### src/rtl/plus_dma_sched.sv
// plus_dma_sched: three-channel Plus-mode sound-DMA sequencer.
// Optional macro PLUS_DMA_PRESCALE_EN adds per-channel PAUSE prescale.
module plus_dma_sched #(
  parameter int ADDR_W  = 16,
  parameter int PAUSE_W = 12
) (
  input  logic              clk,
  input  logic              reset,
  input  logic              line_strobe,
  input  logic [2:0]        ch_start,
  input  logic [2:0]        ch_stop,
  input  logic [ADDR_W-1:0] addr_din,
  output logic              mem_req,
  output logic [ADDR_W-1:0] mem_addr,
  input  logic              mem_ack,
  input  logic [15:0]       mem_din,
  output logic              psg_wr,
  output logic [3:0]        psg_reg,
  output logic [7:0]        psg_data,
  input  logic              psg_ack,
  output logic [2:0]        int_req,
  input  logic [2:0]        int_clr,
  output logic [2:0]        ch_active,
`ifdef PLUS_DMA_PRESCALE_EN
  input  logic [23:0]       presc,
`endif
  output logic              busy
);

`ifdef PLUS_DMA_PRESCALE_EN
  localparam int PC_W = PAUSE_W + 8;
`else
  localparam int PC_W = PAUSE_W;
`endif

  typedef enum logic [2:0] {
    S_IDLE,
    S_SEL,
    S_FETCH,
    S_EXEC,
    S_PSGW
  } state_t;

  state_t            state_q, state_d;
  logic [1:0]        ch_q, ch_d;
  logic              pend_q, pend_d;
  logic              kill_q, kill_d;
  logic [15:0]       ir_q, ir_d;
  logic [ADDR_W-1:0] faddr_q, faddr_d;
  logic [3:0]        preg_q, preg_d;
  logic [7:0]        pdat_q, pdat_d;
  logic [2:0]        act_q, act_d;
  logic [2:0]        int_q, int_d;

  logic [ADDR_W-1:0] addr_q  [3];
  logic [ADDR_W-1:0] addr_d  [3];
  logic [PC_W-1:0]   pause_q [3];
  logic [PC_W-1:0]   pause_d [3];
  logic [11:0]       lcnt_q  [3];
  logic [11:0]       lcnt_d  [3];
  logic [ADDR_W-1:0] lad_q   [3];
  logic [ADDR_W-1:0] lad_d   [3];

  logic              adv;
  logic              hit;
  logic [2:0]        int_set;
  logic [2:0]        stop_ex;
  logic [PC_W-1:0]   pload;

  // Pause reload value: n*(presc+1)-1 for the current channel
`ifdef PLUS_DMA_PRESCALE_EN
  logic [7:0] presc_ch;
  always_comb begin
    presc_ch = presc[{ch_q, 3'b000} +: 8];
    pload    = PC_W'(ir_q[11:0])
             * (PC_W'(presc_ch) + PC_W'(1))
             - PC_W'(1);
  end
`else
  always_comb begin
    pload = PC_W'(ir_q[11:0]) - PC_W'(1);
  end
`endif

  assign mem_req   = (state_q == S_FETCH);
  assign psg_wr    = (state_q == S_PSGW);
  assign busy      = (state_q != S_IDLE);
  assign mem_addr  = faddr_q;
  assign psg_reg   = preg_q;
  assign psg_data  = pdat_q;
  assign int_req   = int_q;
  assign ch_active = act_q;

  // Next-state logic for the sequencer and per-channel state
  always_comb begin
    state_d = state_q;
    ch_d    = ch_q;
    pend_d  = pend_q;
    kill_d  = kill_q;
    ir_d    = ir_q;
    faddr_d = faddr_q;
    preg_d  = preg_q;
    pdat_d  = pdat_q;
    for (int i = 0; i < 3; i++) begin
      addr_d[i]  = addr_q[i];
      pause_d[i] = pause_q[i];
      lcnt_d[i]  = lcnt_q[i];
      lad_d[i]   = lad_q[i];
    end
    int_set = '0;
    stop_ex = '0;
    adv     = 1'b0;
    hit     = ch_start[ch_q] | ch_stop[ch_q];

    // only one line may queue behind the running pass
    if (state_q != S_IDLE && line_strobe)
      pend_d = 1'b1;

    unique case (state_q)
      S_IDLE: begin
        if (line_strobe || pend_q) begin
          ch_d    = 2'd0;
          pend_d  = 1'b0;
          state_d = S_SEL;
        end
      end
      S_SEL: begin
        if (!act_q[ch_q]) begin
          adv = 1'b1;
        end else if (pause_q[ch_q] != '0) begin
          pause_d[ch_q] = pause_q[ch_q] - PC_W'(1);
          adv = 1'b1;
        end else begin
          faddr_d = addr_q[ch_q];
          kill_d  = hit;
          state_d = S_FETCH;
        end
      end
      S_FETCH: begin
        // a stop/restart mid-fetch lets the read finish, then drops it
        if (hit)
          kill_d = 1'b1;
        if (mem_ack) begin
          if (kill_q || hit) begin
            adv = 1'b1;
          end else begin
            ir_d          = mem_din;
            addr_d[ch_q]  = faddr_q + ADDR_W'(2);
            state_d       = S_EXEC;
          end
        end
      end
      S_EXEC: begin
        adv = 1'b1;
        unique case (1'b1)
          (ir_q[15:12] == 4'h0): begin
            preg_d  = ir_q[11:8];
            pdat_d  = ir_q[7:0];
            adv     = 1'b0;
            state_d = S_PSGW;
          end
          (ir_q[15:12] == 4'h1): begin
            if (ir_q[11:0] != 12'd0)
              pause_d[ch_q] = pload;
          end
          (ir_q[15:12] == 4'h2): begin
            lcnt_d[ch_q] = ir_q[11:0];
            lad_d[ch_q]  = addr_q[ch_q];
          end
          (ir_q[15:12] == 4'h4): begin
            if (ir_q[0] && lcnt_q[ch_q] != 12'd0) begin
              lcnt_d[ch_q] = lcnt_q[ch_q] - 12'd1;
              addr_d[ch_q] = lad_q[ch_q];
            end
            int_set[ch_q] = ir_q[4];
            stop_ex[ch_q] = ir_q[5];
          end
          default: ;
        endcase
      end
      S_PSGW: begin
        if (psg_ack)
          adv = 1'b1;
      end
      default: state_d = S_IDLE;
    endcase

    if (adv) begin
      if (ch_q == 2'd2) begin
        state_d = S_IDLE;
      end else begin
        ch_d    = ch_q + 2'd1;
        state_d = S_SEL;
      end
    end

    // host start/stop override whatever the sequencer did this clk
    for (int i = 0; i < 3; i++) begin
      if (ch_start[i]) begin
        addr_d[i]  = addr_din & ~ADDR_W'(1);
        pause_d[i] = '0;
        lcnt_d[i]  = '0;
        lad_d[i]   = '0;
      end
      if (ch_stop[i])
        act_d[i] = 1'b0;
      else if (ch_start[i])
        act_d[i] = 1'b1;
      else if (stop_ex[i])
        act_d[i] = 1'b0;
      else
        act_d[i] = act_q[i];
    end

    int_d = (int_q & ~int_clr) | int_set;
  end

  // State and datapath registers
  always_ff @(posedge clk or posedge reset) begin
    if (reset) begin
      state_q <= S_IDLE;
      ch_q    <= '0;
      pend_q  <= 1'b0;
      kill_q  <= 1'b0;
      ir_q    <= '0;
      faddr_q <= '0;
      preg_q  <= '0;
      pdat_q  <= '0;
      act_q   <= '0;
      int_q   <= '0;
      for (int i = 0; i < 3; i++) begin
        addr_q[i]  <= '0;
        pause_q[i] <= '0;
        lcnt_q[i]  <= '0;
        lad_q[i]   <= '0;
      end
    end else begin
      state_q <= state_d;
      ch_q    <= ch_d;
      pend_q  <= pend_d;
      kill_q  <= kill_d;
      ir_q    <= ir_d;
      faddr_q <= faddr_d;
      preg_q  <= preg_d;
      pdat_q  <= pdat_d;
      act_q   <= act_d;
      int_q   <= int_d;
      for (int i = 0; i < 3; i++) begin
        addr_q[i]  <= addr_d[i];
        pause_q[i] <= pause_d[i];
        lcnt_q[i]  <= lcnt_d[i];
        lad_q[i]   <= lad_d[i];
      end
    end
  end

endmodule
### config.mk
export PLATFORM = sky130hd
export DESIGN_NAME = plus_dma_sched
export DESIGN_NICKNAME = d
export VERILOG_FILES = /design/src/rtl/plus_dma_sched.sv
export SDC_FILE = /design/constraint.sdc
export NUM_CORES = 1
export LEC_CHECK = 0
export BUFFER_PORTS_ARGS = -buffer_cell sky130_fd_sc_hd__buf_2
export CELL_PAD_IN_SITES_DETAIL_PLACEMENT = 0
export CELL_PAD_IN_SITES_GLOBAL_PLACEMENT = 2
export CORE_UTILIZATION = 39
export DETAILED_ROUTE_END_ITERATION = 16
export GPL_ROUTABILITY_DRIVEN = 0
export PLACE_DENSITY = 0.81
export SLEW_MARGIN = 10
export SYNTH_ARGS = -nofsm -noshare
export SYNTH_HDL_FRONTEND = slang
export SYNTH_SLANG_ARGS = --single-unit
### constraint.sdc
create_clock -name clk -period 7.9 [get_ports clk]
set_input_delay 0.79 -clock clk [delete_from_list [all_inputs] [get_ports clk]]
set_output_delay 0.79 -clock clk [all_outputs]
set_load 0.005 [all_outputs]
==> metrics.md <==
| Metric | Value |
|---|---|
| Postcts setup bufs | `0` |
| Core Area | `roughly 30000 sq um` |
| Final period util | `0.570` |
| Final instance area | `13400 sq um` |
| Critical path fanouts, max | `44` |
| Cells traversed along the worst timing path | `buf_4 -> nand2b_1 -> o32ai_2 -> nor2_1 -> nand3_1 -> nand2_1 -> a31oi_1 -> a21oi_1` |
| Crit path max-delay family | `simple AND/OR/NAND/NOR gates` |
| FF-to-FF End | `addr_q[18]` |
| Async set or reset register ratio after synthesis | `1.00` |
| Commonest non-fill, non-tap cell in the layout | `dfrtp_1` |
| Starting density of the core | `0.401` |
| Root Driver | `clkbuf_16` |
| Worst-Skew Late Latency | `0.54 ns` |
| Worst setup EP type | `register` |
| Final Skew | `about 0.007 ns` |
| Pre-antenna DRT Iters | `5` |
| Fin. Hold Viols | `0` |
| CTS tree | `done` |
| DRC errors left | `0` |
| Synth area leaders | `dfrtp_1 (47%), mux2i_1 (7.2%), nand2_1 (6.0%)` |
| WL/cell | `20.3 um` |
| Top Registers | `addr_q x48, lad_q x48` |
| Num ports | `83` |
| Crit-path max cell delay | `0.90 ns` |
| Yosys top cell by area | `dfrtp_1` |
| Most frequent cells in the layout | `dfrtp_1 (223), nand2_1 (193), nor2_1 (131)` |
| First-pass GRT wire length | `between 50000 and 60000 um` |
| Leakage | `5.82 nW` |
| R2R Setup Slk | `3.40 ns` |
| Ys Warns | `0` |
| Rows | `63` |
| Worst slew margin | `0.196` |
| Final TNS setup | `0 ns` |
| Final hold slack | `just under 0.4 ns` |
| CTS buffer count | `27` |
| Area grow syn2layout | `11.6%` |
| Power per cell area | `304 nW/um^2` |
| Synthesized instance count | `1291` |
| Initial drt markers | `just over 600` |
| Placed Area | `12600 sq um` |
| R2R cell count | `8` |
| Final HPWL DP | `22700 um` |
| Syn avg cell area | `approximately 9.3 sq um` |
| CP required | `8.31 ns` |
| Post-DRT Antenna Nets | `0` |
| Post-CTS Resized | `0` |
| Slew Viols, Final | `0` |
| Die height | `178 um` |
| Synth top area share | `0.469` |
| H-tree levels | `1` |
| Clock-pin slew on the worst setup and hold paths | `0.06 ns` |
| Initial antenna violation count | `0` |
| Gr busiest metal | `met1` |
| Sequential cell area fraction in the yosys report | `0.469` |
| WL final | `35200 um` |
| Clock Tree Buf Depth | `3` |
| Run status | `finished clean` |
| Sequential standard cell area | `approximately 5600 sq um` |
| Crit Path Category | `reg -> reg` |
| Fin util | `0.448` |
| Worst min-delay path class | `in -> async` |
| Setup violators final | `0` |
| Largest net degree at the start of global routing | `102` |
| GR Util met2 | `0.349` |
| CTS Sinks | `225` |
| Grt ovf | `0` |
| Fin cells | `~1700` |
| Vias in the first global route | `9390` |
| # nets final | `between 1000 and 1500` |
| Met3 GRT Util | `0.0253` |
| Multi-input logic area | `5840 sq um` |
| Die area | `31500 sq um` |
| Share of cells above drive strength 1 | `0.138` |
| CP startpoint kind | `register` |
| Die W | `~180 um` |
| DR vias/cell | `5.50` |
| Met1 GRT Util | `0.360` |
| Worst vdd ir | `140 uV` |
| Crit path buf inv count | `1` |
| Max Clk Rate | `222 MHz` |
| Worst Tran Pin Value | `1.21 ns` |
| Critical path arrival | `4.91 ns` |
| Synth cell types | `slightly below 70` |
| Port Buffer Count | `81` |
| Post-Syn Nets | `1341` |
| Via Count | `9550` |
| Mapped cell area | `roughly 12000 sq um` |
| Fill cells | `2987` |
| EDFF count, synth | `0` |
| Placed Cells | `1689` |
| Cts hold-fix bufs | `0` |
| Ant diodes | `0` |
| Slowest cell on crit path | `nand2_1` |
| Unrepaired setup endpoints after global routing | `false` |
| Gr usage total | `0.232` |
| Minimum clock period | `roughly 4.5 ns` |
| FF+latch count, synth | `225` |
| Maxcap violations | `0` |
| Most common flop cell mapped by yosys | `dfrtp_1` |
==> through the flow <==
stage	setup WS (ns)	total power, mW
3_3_place_gp	3.39	2.88
5_1_grt	3.01	4.32
4_1_cts	3.38	4.11
2_1_floorplan	0.947	2.44
3_5_place_dp	3.40	2.89
6_report	3.40	4.07
==> cells by family after synthesis <==
family | count (synthesis) | synth area share
AO/OA/AOI/OAI | 355 | 0.191
buffers and inverters | 105 | 0.0463
multiplexers | 96 | 0.0810
adder cells (fa/ha/maj) | 4 | 0.00417
flip-flops | 225 | 0.469
XOR/XNOR | 33 | 0.0241
AND/OR/NAND/NOR | 473 | 0.184
==> worst max path at each step <==
stage                     depth (start not counted)  slack (ns)                          to  startpoint
after floorplan                                   1        0.95  asynchronous set/reset pin       reset
after global placement                            8        3.39                  addr_q[27]    register
after detailed placement                          8        3.40                  addr_q[25]    register
after CTS                                         8        3.38                  addr_q[25]    register
after global routing                              8        3.01                  addr_q[19]    register
final                                             8        3.40                  addr_q[18]    register
==> area by class of cell <==
class                           count  share of cell area
Clock buffer                       38              0.0580
Sequential cell                   225               0.420
Clock inverter                      8             0.00513
Multi-Input combinational cell    961               0.436
Tap cell                          390              0.0364
Inverter                           16             0.00504
Timing Repair Buffer               97              0.0392
==> power by group <==
group	leakage, nW	switching [mW]	internal [mW]
clock network	0.424	0.488	0.710
registers	2.96	0.215	1.30
logic	2.44	0.894	0.466
total	5.82	1.60	2.48
==> layer usage <==
metal  up-vias  routed length [um]
met2       257               15100
met1      4628               17800
li1       4628                   -
met3        37                1780
met4         0                 475
met5         -                   0
==> synthesized netlist by cell type (all sizes together) (2+ instances only) <==
master / n
a211oi: 63
a21oi: 135
o21ai: 69
ha: 4
or2: 2
nand3: 15
or3: 10
and2: 3
clkbuf: 50
o2bb2ai: 20
nor4b: 3
nand3b: 10
or4: 3
mux2i: 86
o211ai: 2
buf: 39
nor2b: 48
nor2: 134
and3: 7
nand2b: 11
nor3: 12
dfrtp: 225
a2bb2oi: 2
a22o: 3
nor3b: 3
nand2: 194
mux2: 10
a31oi: 31
inv: 16
nor4: 10
o31ai: 14
nand4: 2
xor2: 14
xnor2: 19
and4: 2
o21a: 2
o22ai: 4
==> worst reg2reg max path, stage by stage, from the launching register on <==
cell and delay, ns:
dfrtp_4 0.75, buf_4 0.75, nand2b_1 0.42, o32ai_2 0.35, nor2_1 0.12, nand3_1 0.52, nand2_1 0.91, a31oi_1 0.45
a21oi_1 0.10
(Power assumes the default switching activity.)
